<file path="src/rtl/phgate_pkg.sv">
`default_nettype none
// +-----------------------------------------------------------------------------+
// | Module  : phgate_pkg                                                        |
// | Brief   : Shared widths, sequencer state encoding and command record.       |
// | Rev     : 1.0                                                               |
// +-----------------------------------------------------------------------------+
package phgate_pkg;

  localparam int PHW_DEF  = 27;
  localparam int LENW_DEF = 16;

  typedef enum logic [1:0] {
    ST_IDLE = 2'd0,
    ST_WAIT = 2'd1,
    ST_RUN  = 2'd2
  } state_t;

  // Default-width command record; the top re-declares it at its instance widths.
  typedef struct packed {
    logic [PHW_DEF-1:0]  freq;
    logic [PHW_DEF-1:0]  tstart;
    logic [LENW_DEF-1:0] len;
    logic                phrst;
  } cmd_t;

endpackage
`default_nettype wire

</file>
<file path="src/rtl/phgate_slot.sv">
`default_nettype none
// +-----------------------------------------------------------------------------+
// | Module  : phgate_slot                                                       |
// | Brief   : One command holding register with valid flag; load beats clear.   |
// | Rev     : 1.0                                                               |
// +-----------------------------------------------------------------------------+
module phgate_slot
  import phgate_pkg::*;
#(
  parameter type T = cmd_t
) (
  input  logic clk,
  input  logic resetn,
  input  logic i_load,
  input  logic i_clear,
  input  T     i_cmd,
  output logic o_valid,
  output T     o_cmd
);

  logic r_valid;
  T     r_cmd;

  always_ff @(posedge clk) begin
    if (!resetn) begin
      r_valid <= 1'b0;
      r_cmd   <= '0;
    end else if (i_load) begin
      r_valid <= 1'b1;
      r_cmd   <= i_cmd;
    end else if (i_clear) begin
      r_valid <= 1'b0;
    end
  end

  assign o_valid = r_valid;
  assign o_cmd   = r_cmd;

endmodule
`default_nettype wire

</file>
<file path="src/rtl/phgate_seq.sv">
`default_nettype none
// +-----------------------------------------------------------------------------+
// | Module  : phgate_seq                                                        |
// | Brief   : Timed pulse-gate sequencer feeding a phase/time multiplier.       |
// |           Define PHGATE_SEQ_PREFETCH_EN to add a pending command slot.      |
// | Rev     : 1.0                                                               |
// +-----------------------------------------------------------------------------+
module phgate_seq
  import phgate_pkg::*;
#(
  parameter int PHW  = PHW_DEF,
  parameter int LENW = LENW_DEF
) (
  input  logic            clk,
  input  logic            resetn,
  input  logic            cmd_valid,
  output logic            cmd_ready,
  input  logic [PHW-1:0]  cmd_freq,
  input  logic [PHW-1:0]  cmd_tstart,
  input  logic [LENW-1:0] cmd_len,
  input  logic            cmd_phrst,
  output logic [PHW-1:0]  time_now,
  output logic [PHW-1:0]  freq,
  output logic [PHW-1:0]  tcnt,
  output logic            gate,
  output logic            late_err,
  output logic            busy
);

  typedef struct packed {
    logic [PHW-1:0]  freq;
    logic [PHW-1:0]  tstart;
    logic [LENW-1:0] len;
    logic            phrst;
  } slot_cmd_t;

  // Late: start is under two cycles away or already in the past (modular).
  function automatic logic f_is_late(input logic [PHW-1:0] tstart,
                                     input logic [PHW-1:0] now);
    logic [PHW-1:0] d;
    d = tstart - now;
    return (d < PHW'(2)) || d[PHW-1];
  endfunction

  state_t          r_state;
  logic [PHW-1:0]  r_time;
  logic [PHW-1:0]  r_freq;
  logic [PHW-1:0]  r_tcnt;
  logic [LENW-1:0] r_remain;
  logic            r_gate;
  logic            r_late;
  logic            r_late_err;
  logic            r_ready;

  logic [PHW-1:0]  w_time_nx;
  slot_cmd_t       w_in;
  slot_cmd_t       w_a_cmd;
  slot_cmd_t       w_p_cmd;
  slot_cmd_t       w_cand;
  slot_cmd_t       w_go_cmd;
  logic            w_a_valid;
  logic            w_p_valid;
  logic            w_in_ok;
  logic            w_run_end;
  logic            w_promote;
  logic            w_cand_late;
  logic            w_a_load;
  logic            w_a_clear;
  logic            w_go;
  logic            w_ready_nx;

  assign w_time_nx   = r_time + PHW'(1);
  assign w_in        = {cmd_freq, cmd_tstart, cmd_len, cmd_phrst};
  assign w_in_ok     = cmd_valid && r_ready && (cmd_len != '0);
  assign w_run_end   = (r_state == ST_RUN) && (r_remain == '0);
  // The pending slot takes precedence; with it empty a same-cycle handshake is promoted directly.
  assign w_cand      = w_p_valid ? w_p_cmd : w_in;
  assign w_cand_late = f_is_late(w_cand.tstart, r_time);
  assign w_promote   = w_run_end && (w_p_valid || w_in_ok);
  assign w_a_load    = ((r_state == ST_IDLE) && w_in_ok) || w_promote;
  assign w_a_clear   = w_run_end && !w_promote;
  assign w_go        = ((r_state == ST_WAIT) && w_a_valid &&
                        (r_late || (w_a_cmd.tstart == w_time_nx))) ||
                       (w_promote && (w_cand.tstart == w_time_nx));
  assign w_go_cmd    = (r_state == ST_WAIT) ? w_a_cmd : w_cand;

  phgate_slot #(.T(slot_cmd_t)) u_active (
    .clk     (clk),
    .resetn  (resetn),
    .i_load  (w_a_load),
    .i_clear (w_a_clear),
    .i_cmd   (w_cand),
    .o_valid (w_a_valid),
    .o_cmd   (w_a_cmd)
  );

`ifdef PHGATE_SEQ_PREFETCH_EN
  logic w_p_load;
  logic w_p_clear;

  assign w_p_load  = w_in_ok && ((r_state == ST_WAIT) || ((r_state == ST_RUN) && !w_run_end));
  assign w_p_clear = w_promote && w_p_valid;

  phgate_slot #(.T(slot_cmd_t)) u_pend (
    .clk     (clk),
    .resetn  (resetn),
    .i_load  (w_p_load),
    .i_clear (w_p_clear),
    .i_cmd   (w_in),
    .o_valid (w_p_valid),
    .o_cmd   (w_p_cmd)
  );

  assign w_ready_nx = !(w_p_load || (w_p_valid && !w_p_clear));
`else
  assign w_p_valid  = 1'b0;
  assign w_p_cmd    = '0;
  assign w_ready_nx = ((r_state == ST_IDLE) && !w_a_load) || w_run_end;
`endif

  always_ff @(posedge clk) begin
    if (!resetn) begin
      r_state    <= ST_IDLE;
      r_time     <= '0;
      r_freq     <= '0;
      r_tcnt     <= '0;
      r_remain   <= '0;
      r_gate     <= 1'b0;
      r_late     <= 1'b0;
      r_late_err <= 1'b0;
      r_ready    <= 1'b0;
    end else begin
      r_time     <= w_time_nx;
      r_late_err <= 1'b0;
      r_ready    <= w_ready_nx;
      r_tcnt     <= w_time_nx;
      if (w_go) begin
        r_state  <= ST_RUN;
        r_gate   <= 1'b1;
        r_late   <= 1'b0;
        r_remain <= w_go_cmd.len - LENW'(1);
        r_freq   <= w_go_cmd.freq;
        if (w_go_cmd.phrst) r_tcnt <= '0;
      end else begin
        case (r_state)
          ST_IDLE: begin
            if (w_a_load) begin
              r_state    <= ST_WAIT;
              r_late     <= w_cand_late;
              r_late_err <= w_cand_late;
            end
          end
          ST_WAIT: begin
          end
          ST_RUN: begin
            if (r_remain != '0) begin
              r_remain <= r_remain - LENW'(1);
              if (w_a_cmd.phrst) r_tcnt <= r_tcnt + PHW'(1);
            end else if (w_promote) begin
              r_state    <= ST_WAIT;
              r_gate     <= 1'b0;
              r_late     <= w_cand_late;
              r_late_err <= w_cand_late;
            end else begin
              r_state <= ST_IDLE;
              r_gate  <= 1'b0;
            end
          end
          default: r_state <= ST_IDLE;
        endcase
      end
    end
  end

  assign cmd_ready = r_ready;
  assign time_now  = r_time;
  assign freq      = r_freq;
  assign tcnt      = r_tcnt;
  assign gate      = r_gate;
  assign late_err  = r_late_err;
  assign busy      = (r_state != ST_IDLE);

endmodule
`default_nettype wire
</file>
<file path="config.mk">
export PLATFORM = sky130hd
export DESIGN_NAME = phgate_seq
export DESIGN_NICKNAME = d
export VERILOG_FILES = /design/src/rtl/phgate_pkg.sv /design/src/rtl/phgate_slot.sv /design/src/rtl/phgate_seq.sv
export SDC_FILE = /design/constraint.sdc
export NUM_CORES = 1
export LEC_CHECK = 0
export BUFFER_PORTS_ARGS = -buffer_cell sky130_fd_sc_hd__buf_2
export CAP_MARGIN = 40
export CORE_AREA = 2 2 170 172
export DETAILED_ROUTE_END_ITERATION = 12
export DIE_AREA = 0 0 172 174
export SLEW_MARGIN = 25
export SYNTH_ARGS = -nofsm -noshare
export SYNTH_HDL_FRONTEND = slang
export SYNTH_HIERARCHICAL = 1
export SYNTH_SLANG_ARGS = --single-unit
</file>
<file path="constraint.sdc">
create_clock -name clk -period 5.6 [get_ports clk]
set_input_delay 0.84 -clock clk [delete_from_list [all_inputs] [get_ports clk]]
set_output_delay 0.84 -clock clk [all_outputs]
set_load 0.02 [all_outputs]
</file>
==> results.sh, run 1 <==
export IMPL_synth_fa_ha_area_frac=0.0344
export IMPL_leakage_nw=4.86
export IMPL_holdBufCountCts=0
export IMPL_grt_max_degree=79
export IMPL_num_vias=10100
export IMPL_yosys_area_top_type_share=0.315
export IMPL_ys_ff_latch=175
export IMPL_critical_path_class="flip-flop to flip-flop"
export IMPL_grt_antenna_before_repair=0
export IMPL_timing_fmax_mhz=192
export IMPL_power_density_mw_per_mm2=234
export IMPL_final_area_sq_mm=0.0129
export IMPL_path_cells="nand2_2 > or4_4 > nor4_4 > mux2_1 > or4_1 > a2111oi_0 > nor4b_2 > or3_4 > nand3_1 > o21ai_0 > ha_1 > and2_1 > nand4_1 > or3_1 > a21oi_1 > a21oi_1 > a211oi_1"
export IMPL_coreArea_sq_mm=0.0282
export IMPL_die_x_um=172
export IMPL_synth_seq_area_share=0.315
export IMPL_numPortBuffers=158
export IMPL_yosys_area_share_simple=0.251
export IMPL_worst_setup_path_start_kind="flip-flop"
export IMPL_slowest_stage="or4_4"
export IMPL_rows=62
export IMPL_synth_edff_count=0
export IMPL_syn_area_per_cell_sq_um=8.44
export IMPL_period_minus_slack_ns=5.20
export IMPL_status="completed"
export IMPL_fin_nets=1552
export IMPL_drc=0
export IMPL_cp_top_family="simple AND/OR/NAND/NOR gates"
export IMPL_cts_root_buffer="clkbuf_16"
export IMPL_synth_distinct_cells=79
export IMPL_slew_limit_headroom=0.365
export IMPL_fp_dieH_um=174
export IMPL_cts_buffer_depth=2
export IMPL_placed_area_sq_mm=0.0122
export IMPL_n_antenna_cell=0
export IMPL_crit_path_end_kind="flip-flop"
export IMPL_grt_pass1_wl_mm=53.3
export IMPL_yosys_most_used_dff="dfxtp_1"
export IMPL_cts_htree_levels=4
export IMPL_synthArstFlopShare=0
export IMPL_setup_violations=0
export IMPL_synth_xor_area_share=0.105
export IMPL_yosys_top_cells_area="dfxtp_1, mux2i_1, xnor2_1, nor2b_1, nor2_1"
export IMPL_critPathMaxFanout=9
export IMPL_detail_route_vias_per_cell=5.48
export IMPL_cp_arrival_ns=5.56
export IMPL_synthMuxAreaShare=0.0813
export IMPL_yosysTopAreaCell="dfxtp_1"
export IMPL_netlist_area_sq_mm=0.0111
export IMPL_yosysWarnings=6
export IMPL_synth_top_family_by_area="simple AND/OR/NAND/NOR gates"
export IMPL_area_growth_pct=15.6
export IMPL_path_buf_inv=0
export IMPL_grt_pass1_vias=9494
export IMPL_dieArea_sq_mm=0.0299
export IMPL_drive_gt1_frac=0.178
export IMPL_cts_tree="built"
export IMPL_drt_wirelength_per_cell_um=18.4
export IMPL_min_period_over_period=0.928
export IMPL_hold_path_class="flip-flop to flip-flop"
export IMPL_final_antenna_net_count=0
export IMPL_synth_cells=1319
export IMPL_overflow=0
export IMPL_worst_pin_slew_ns=0.946
export IMPL_fin_setup_tns_ns=0
export IMPL_synth_fp_nets=1423
export IMPL_peakVddDrop_mv=0.202
export IMPL_dr_pass1_iters=5
export IMPL_fin_worst_skew_ns=0.0130
export IMPL_cts_buffers=17
export IMPL_slew_violations=0
export IMPL_crit_required_ns=5.96
export IMPL_synth_compound_gate_area_share=0.158
export IMPL_initial_core_util=0.394
export IMPL_slowest_delay_ns=0.56
export IMPL_clk_pin_slew_ns=0.08
export IMPL_grt_usage=0.225
export IMPL_clkLatencyLatePin_ns=0.44
export IMPL_drv_cap=0
export IMPL_post_dp_hpwl_mm=25.0
export IMPL_clkSinkCount=175
export IMPL_critPathMostFrequentCell="a21oi_1"
export IMPL_drt_wl_total_mm=34.0
export IMPL_place_congestion=0.954
export IMPL_first_iter_violations=974
export IMPL_n_fill_cell=2854
export IMPL_boundaryPins=159
export IMPL_timing_hold_violations_final=0
==> repair_timing <==
item | 4_1_cts | 5_1_grt
setup buffers | 0 | 5
resized for setup | 0 | 4
endpoints found under the setup margin | 0 | 3
==> Yosys cell counts, drive strengths merged, types with 4 or more instances <==
| cell | number |
|---|---|
| o32ai | 17 |
| o21ai | 34 |
| dfxtp | 175 |
| o21a | 8 |
| o2111ai | 8 |
| a2111oi | 5 |
| a211o | 4 |
| a31oi | 5 |
| or2 | 5 |
| a21o | 11 |
| a311oi | 27 |
| nor2 | 140 |
| clkbuf | 47 |
| a21oi | 34 |
| inv | 42 |
| o211ai | 5 |
| o31ai | 6 |
| nand2 | 121 |
| xor2 | 46 |
| o22ai | 5 |
| or3 | 8 |
| nor3b | 10 |
| nor2b | 86 |
| nor3 | 36 |
| o221ai | 6 |
| and3 | 17 |
| xnor3 | 4 |
| buf | 31 |
| nand2b | 11 |
| xnor2 | 77 |
| ha | 29 |
| a211oi | 22 |
| nor4 | 26 |
| and4 | 5 |
| mux2i | 87 |
| nand4 | 20 |
| a21boi | 4 |
| nand3 | 42 |
| or4 | 6 |
| and2 | 7 |
==> stage by stage <==
stage / util / worst slack, ns / std cells / power, W / hold WS, ns
CTS: 0.454 / 0.180 / 1840 / 0.00302 / 0.469
detailed placement: 0.431 / 0.195 / 1808 / 0.00177 / 0.467
finish: 0.456 / 0.402 / 1845 / 0.00300 / 0.466
floorplan: - / 0.368 / 1319 / 0.00163 / 0.454
global placement: 0.431 / 0.228 / 1807 / 0.00176 / 0.461
global route: 0.456 / -0.0530 / 1845 / 0.00312 / 0.494
==> routing by layer <==
metal  global-route usage  up-vias  share of wire
met5                    0        -              0
met4               0.0756        0          0.027
met3               0.0394       55          0.058
met2                0.346      311           0.44
met1                0.318     4785           0.47
li1                     -     4956              -
==> state kept, by name, summed over array words and instances (netlist names) <==
name / cells
r_late: 1
cmd_ready: 1
tcnt: 27
late_err: 1
r_state: 2
r_remain: 16
gate: 1
u_active/o_valid: 1
time_now: 27
u_active/o_cmd: 71
freq: 27
==> where the power goes <==
| part | leakage (nW) | switching, W | internal [W] |
|---|---|---|---|
| Clock | 0.298 | 0.000577 | 0.000682 |
| Sequential | 1.42 | 0.0000270 | 0.00128 |
| Combinational | 3.14 | 0.000262 | 0.000179 |
| Total | 4.86 | 0.000866 | 0.00214 |
==> cell usage in the layout, fill, tap and decap left out, drive strengths merged, types with 6 or more instances in the layout <==
| master | Yosys | final |
|---|---|---|
| ha | 29 | 29 |
| nor2b | 86 | 86 |
| o21a | 8 | 8 |
| and2 | 7 | 7 |
| inv | 42 | 46 |
| xnor2 | 77 | 77 |
| o221ai | 6 | 6 |
| clkbuf | 47 | 17 |
| nor3 | 36 | 36 |
| a21o | 11 | 11 |
| o31ai | 6 | 6 |
| dfxtp | 175 | 175 |
| xor2 | 46 | 46 |
| nand4 | 20 | 20 |
| clkinv | 0 | 7 |
| nand2b | 11 | 11 |
| nand2 | 121 | 121 |
| nand3 | 42 | 42 |
| a21oi | 34 | 34 |
| nor2 | 140 | 140 |
| a211oi | 22 | 22 |
| o32ai | 17 | 17 |
| mux2i | 87 | 87 |
| and3 | 17 | 17 |
| a311oi | 27 | 27 |
| or3 | 8 | 8 |
| o2111ai | 8 | 8 |
| nor3b | 10 | 10 |
| nor4 | 26 | 26 |
| or4 | 6 | 6 |
| buf | 31 | 188 |
| o21ai | 34 | 34 |
==> path summary, 6_finish.rpt <==
check | cells after the start | endpoint | start | slack, ns
setup / recovery | 17 | r_remain[10] | time_now[1] | 0.40
hold reg to reg | 2 | freq[6] | u_active/o_cmd[50] | 0.47
setup reg to reg | 17 | r_remain[10] | time_now[1] | 0.40
hold / removal | 2 | freq[6] | u_active/o_cmd[50] | 0.47
==> worst min-delay path, cell delays in order, from the launching register on <==
cell and delay, ns:
dfxtp_1 0.31, nand2_1 0.05, a311oi_1 0.07
==> final cells by class <==
class,count,area [sq um],area share
clock buffer,17,425,0.0331
timing repair buffer,188,1040,0.0809
multi-input combinational,1024,7050,0.548
sequential,175,3500,0.272
tap,384,480,0.0374
inverter,42,158,0.0123
clock inverter,15,204,0.0159
==> kinds of logic (layout without fill, tap and decap cells) <==
| group | Yosys count | in the layout |
|---|---|---|
| simple gates | 548 | 548 |
| mux | 90 | 90 |
| fa+ha+maj | 30 | 30 |
| flops | 175 | 175 |
| compound gates | 229 | 229 |
| buf+inv | 120 | 262 |
| xor+xnor | 127 | 127 |
Power figures use the tool's default switching activity.
==> inputs of run 2 (changes only) <==
Settings changed: GPL_TIMING_DRIVEN set to 0.
==> run 2 against run 1 <==
Register-to-register slack got worse by 0.13 ns. Global-route usage rose by 1.1 points. Total power rose by 1.8%. Largest power group unchanged. Sequential share of layout area fell by 0.72 points. Largest cell class unchanged. Die area did not move. Critical path type unchanged. Critical endpoint is now r_remain[14].
==> results.sh, run 2 (synthesis gave the netlist of run 1 again) <==
export IMPL_first_iter_violations=853
export IMPL_status="completed"
export IMPL_rrSetupSlack_ns=0.27
export IMPL_grt_max_degree=18
export IMPL_leakage_nw=5.01
export IMPL_coreArea_sq_mm=0.0282
export IMPL_grt_usage=0.237
export IMPL_place_congestion=0.917
export IMPL_combPwrFrac=0.150
export IMPL_r2r_end="r_remain[14]"
export IMPL_drt_wl_total_mm=35.8
export IMPL_hold_path_class="flip-flop to flip-flop"
export IMPL_timing_hold_violations_final=0
export IMPL_min_period_over_period=0.952
export IMPL_hold_path_depth=2
export IMPL_cts_root_buffer="clkbuf_16"
export IMPL_p_switching_w=0.000874
export IMPL_n_antenna_cell=0
export IMPL_power_density_mw_per_mm2=231
export IMPL_final_antenna_net_count=0
export IMPL_dr_pass1_iters=7
export IMPL_slew_violations=0
export IMPL_clkSinkCount=175
export IMPL_holdBufCountCts=0
export IMPL_regToRegStartpoint="time_now[1]"
export IMPL_slowest_delay_ns=0.60
export IMPL_p_seq_frac=0.427
export IMPL_power_internal_w=0.00219
export IMPL_boundaryPins=159
export IMPL_clkLatencyLatePin_ns=0.45
export IMPL_n_fill_cell=2825
export IMPL_clk_pin_slew_ns=0.07
export IMPL_numPortBuffers=157
export IMPL_crit_cells=21
export IMPL_grt_pass1_vias=9733
export IMPL_fp_dieH_um=174
export IMPL_path_cells="ha_1 > nand4_2 > nor4_2 > xnor2_1 > a22o_1 > or4_1 > nor4_1 > nor4b_2 > or3_4 > buf_8 > buf_8 > nand3_1 > o21ai_0 > ha_2 > nand3b_1 > nor3_4 > nand2_1 > nor4_2 > xnor2_1 > nor2b_2 > a211oi_2"
export IMPL_hold_end="freq[0]"
export IMPL_die_x_um=172
export IMPL_cts_htree_levels=4
export IMPL_rows=62
export IMPL_crit_path_end_kind="flip-flop"
export IMPL_period_minus_slack_ns=5.33
export IMPL_pwr_share_clk=0.423
export IMPL_num_vias=10400
export IMPL_whs_ns=0.477
export IMPL_drt_wirelength_per_cell_um=18.8
export IMPL_hold_path_startpoint="u_active/o_cmd[44]"
export IMPL_peakVddDrop_mv=0.224
export IMPL_crit_required_ns=5.91
export IMPL_slowest_stage="nor4_2"
export IMPL_layout_common_cells="dfxtp_1, buf_2, nor2_1"
export IMPL_grt_antenna_before_repair=0
export IMPL_cts_buffers=17
export IMPL_drv_cap=0
export IMPL_drive_gt1_frac=0.188
export IMPL_swShare=0.286
export IMPL_largest_reg_flops=71
export IMPL_drc=0
export IMPL_cts_tree="built"
export IMPL_fin_worst_skew_ns=0.0135
export IMPL_final_common_cell="dfxtp_1"
export IMPL_cts_buffer_depth=2
export IMPL_initial_core_util=0.394
export IMPL_timing_fmax_mhz=188
export IMPL_reg2reg_depth=21
export IMPL_path_buf_inv=2
export IMPL_detail_route_vias_per_cell=5.44
export IMPL_critical_path_class="flip-flop to flip-flop"
export IMPL_setup_violations=0
export IMPL_critPathMaxFanout=10
export IMPL_slew_limit_headroom=0.466
export IMPL_cp_arrival_ns=5.64
export IMPL_grt_pass1_wl_mm=54.7
export IMPL_dieArea_sq_mm=0.0299
export IMPL_worst_pin_slew_ns=0.793
export IMPL_cp_top_family="simple AND/OR/NAND/NOR gates"
export IMPL_utilization=0.469
export IMPL_area_growth_pct=19.0
export IMPL_overflow=0
export IMPL_post_dp_hpwl_mm=28.0
export IMPL_fin_nets=1612
export IMPL_worst_setup_path_start_kind="flip-flop"
-- run 2: stage by stage --
| stage | instances | TNS [ns] | setup slack, ns | instance area (sq um) | power (W) |
|---|---|---|---|---|---|
| floorplan | 1319 | 0 | 0.368 | 11100 | 0.00163 |
| CTS | 1899 | 0 | 0.0175 | 13100 | 0.00306 |
| global placement | 1860 | -3.13 | -0.764 | 12400 | 0.00178 |
| global route | 1905 | -0.00613 | -0.00613 | 13200 | 0.00317 |
| detailed placement | 1862 | -3.40 | -0.811 | 12400 | 0.00178 |
| finish | 1905 | 0 | 0.271 | 13200 | 0.00306 |
-- run 2: routing by layer --
| metal | share of wire | vias to the layer above | global-route usage |
|---|---|---|---|
| met4 | 0.026 | 0 | 0.0791 |
| li1 | - | 5094 | - |
| met1 | 0.45 | 4907 | 0.324 |
| met2 | 0.46 | 318 | 0.378 |
| met3 | 0.060 | 53 | 0.0394 |
| met5 | 0 | - | 0 |
-- run 2: worst max-delay path by stage --
stage / startpoint / end / slack (ns)
finish: time_now[1] / r_remain[14] / 0.27
global route: time_now[1] / r_remain[14] / -0.006
CTS: time_now[5] / r_remain[14] / 0.02
detailed placement: time_now[0] / r_remain[14] / -0.81
global placement: time_now[0] / r_remain[14] / -0.76
floorplan: time_now[9] / r_remain[14] / 0.37
-- run 2: power by group through the flow --
stage / sequential (W) / combinational (W) / clock (W)
after floorplan: 0.00133 / 0.000297 / 0
after global placement: 0.00133 / 0.000448 / 0
after detailed placement: 0.00133 / 0.000452 / 0
after CTS: 0.00130 / 0.000455 / 0.00130
after global routing: 0.00131 / 0.000502 / 0.00135
final: 0.00131 / 0.000460 / 0.00129
-- run 2: repair_timing --
action	CTS	global route
endpoints found under the setup margin	7	4
pin swaps	1	6
hold endpoints to repair	0	0
gates resized for setup	12	28
buffers inserted	5	7
-- run 2: tightest hold or removal path, delay by kind of cell, from the launching register on --
family	cells	cell delay [ns]
flops	1	0.31
compound gates	1	0.07
simple gates	1	0.05
-- run 2: layout make-up --
type | count | area, sq um | share of cell area
Multi-Input combinational cell | 1024 | 7100 | 0.536
Sequential cell | 175 | 3510 | 0.265
Timing Repair Buffer | 171 | 887 | 0.0670
Buffer | 77 | 482 | 0.0364
Tap cell | 384 | 480 | 0.0363
Clock buffer | 18 | 429 | 0.0324
Clock inverter | 14 | 199 | 0.0150
Inverter | 42 | 158 | 0.0119
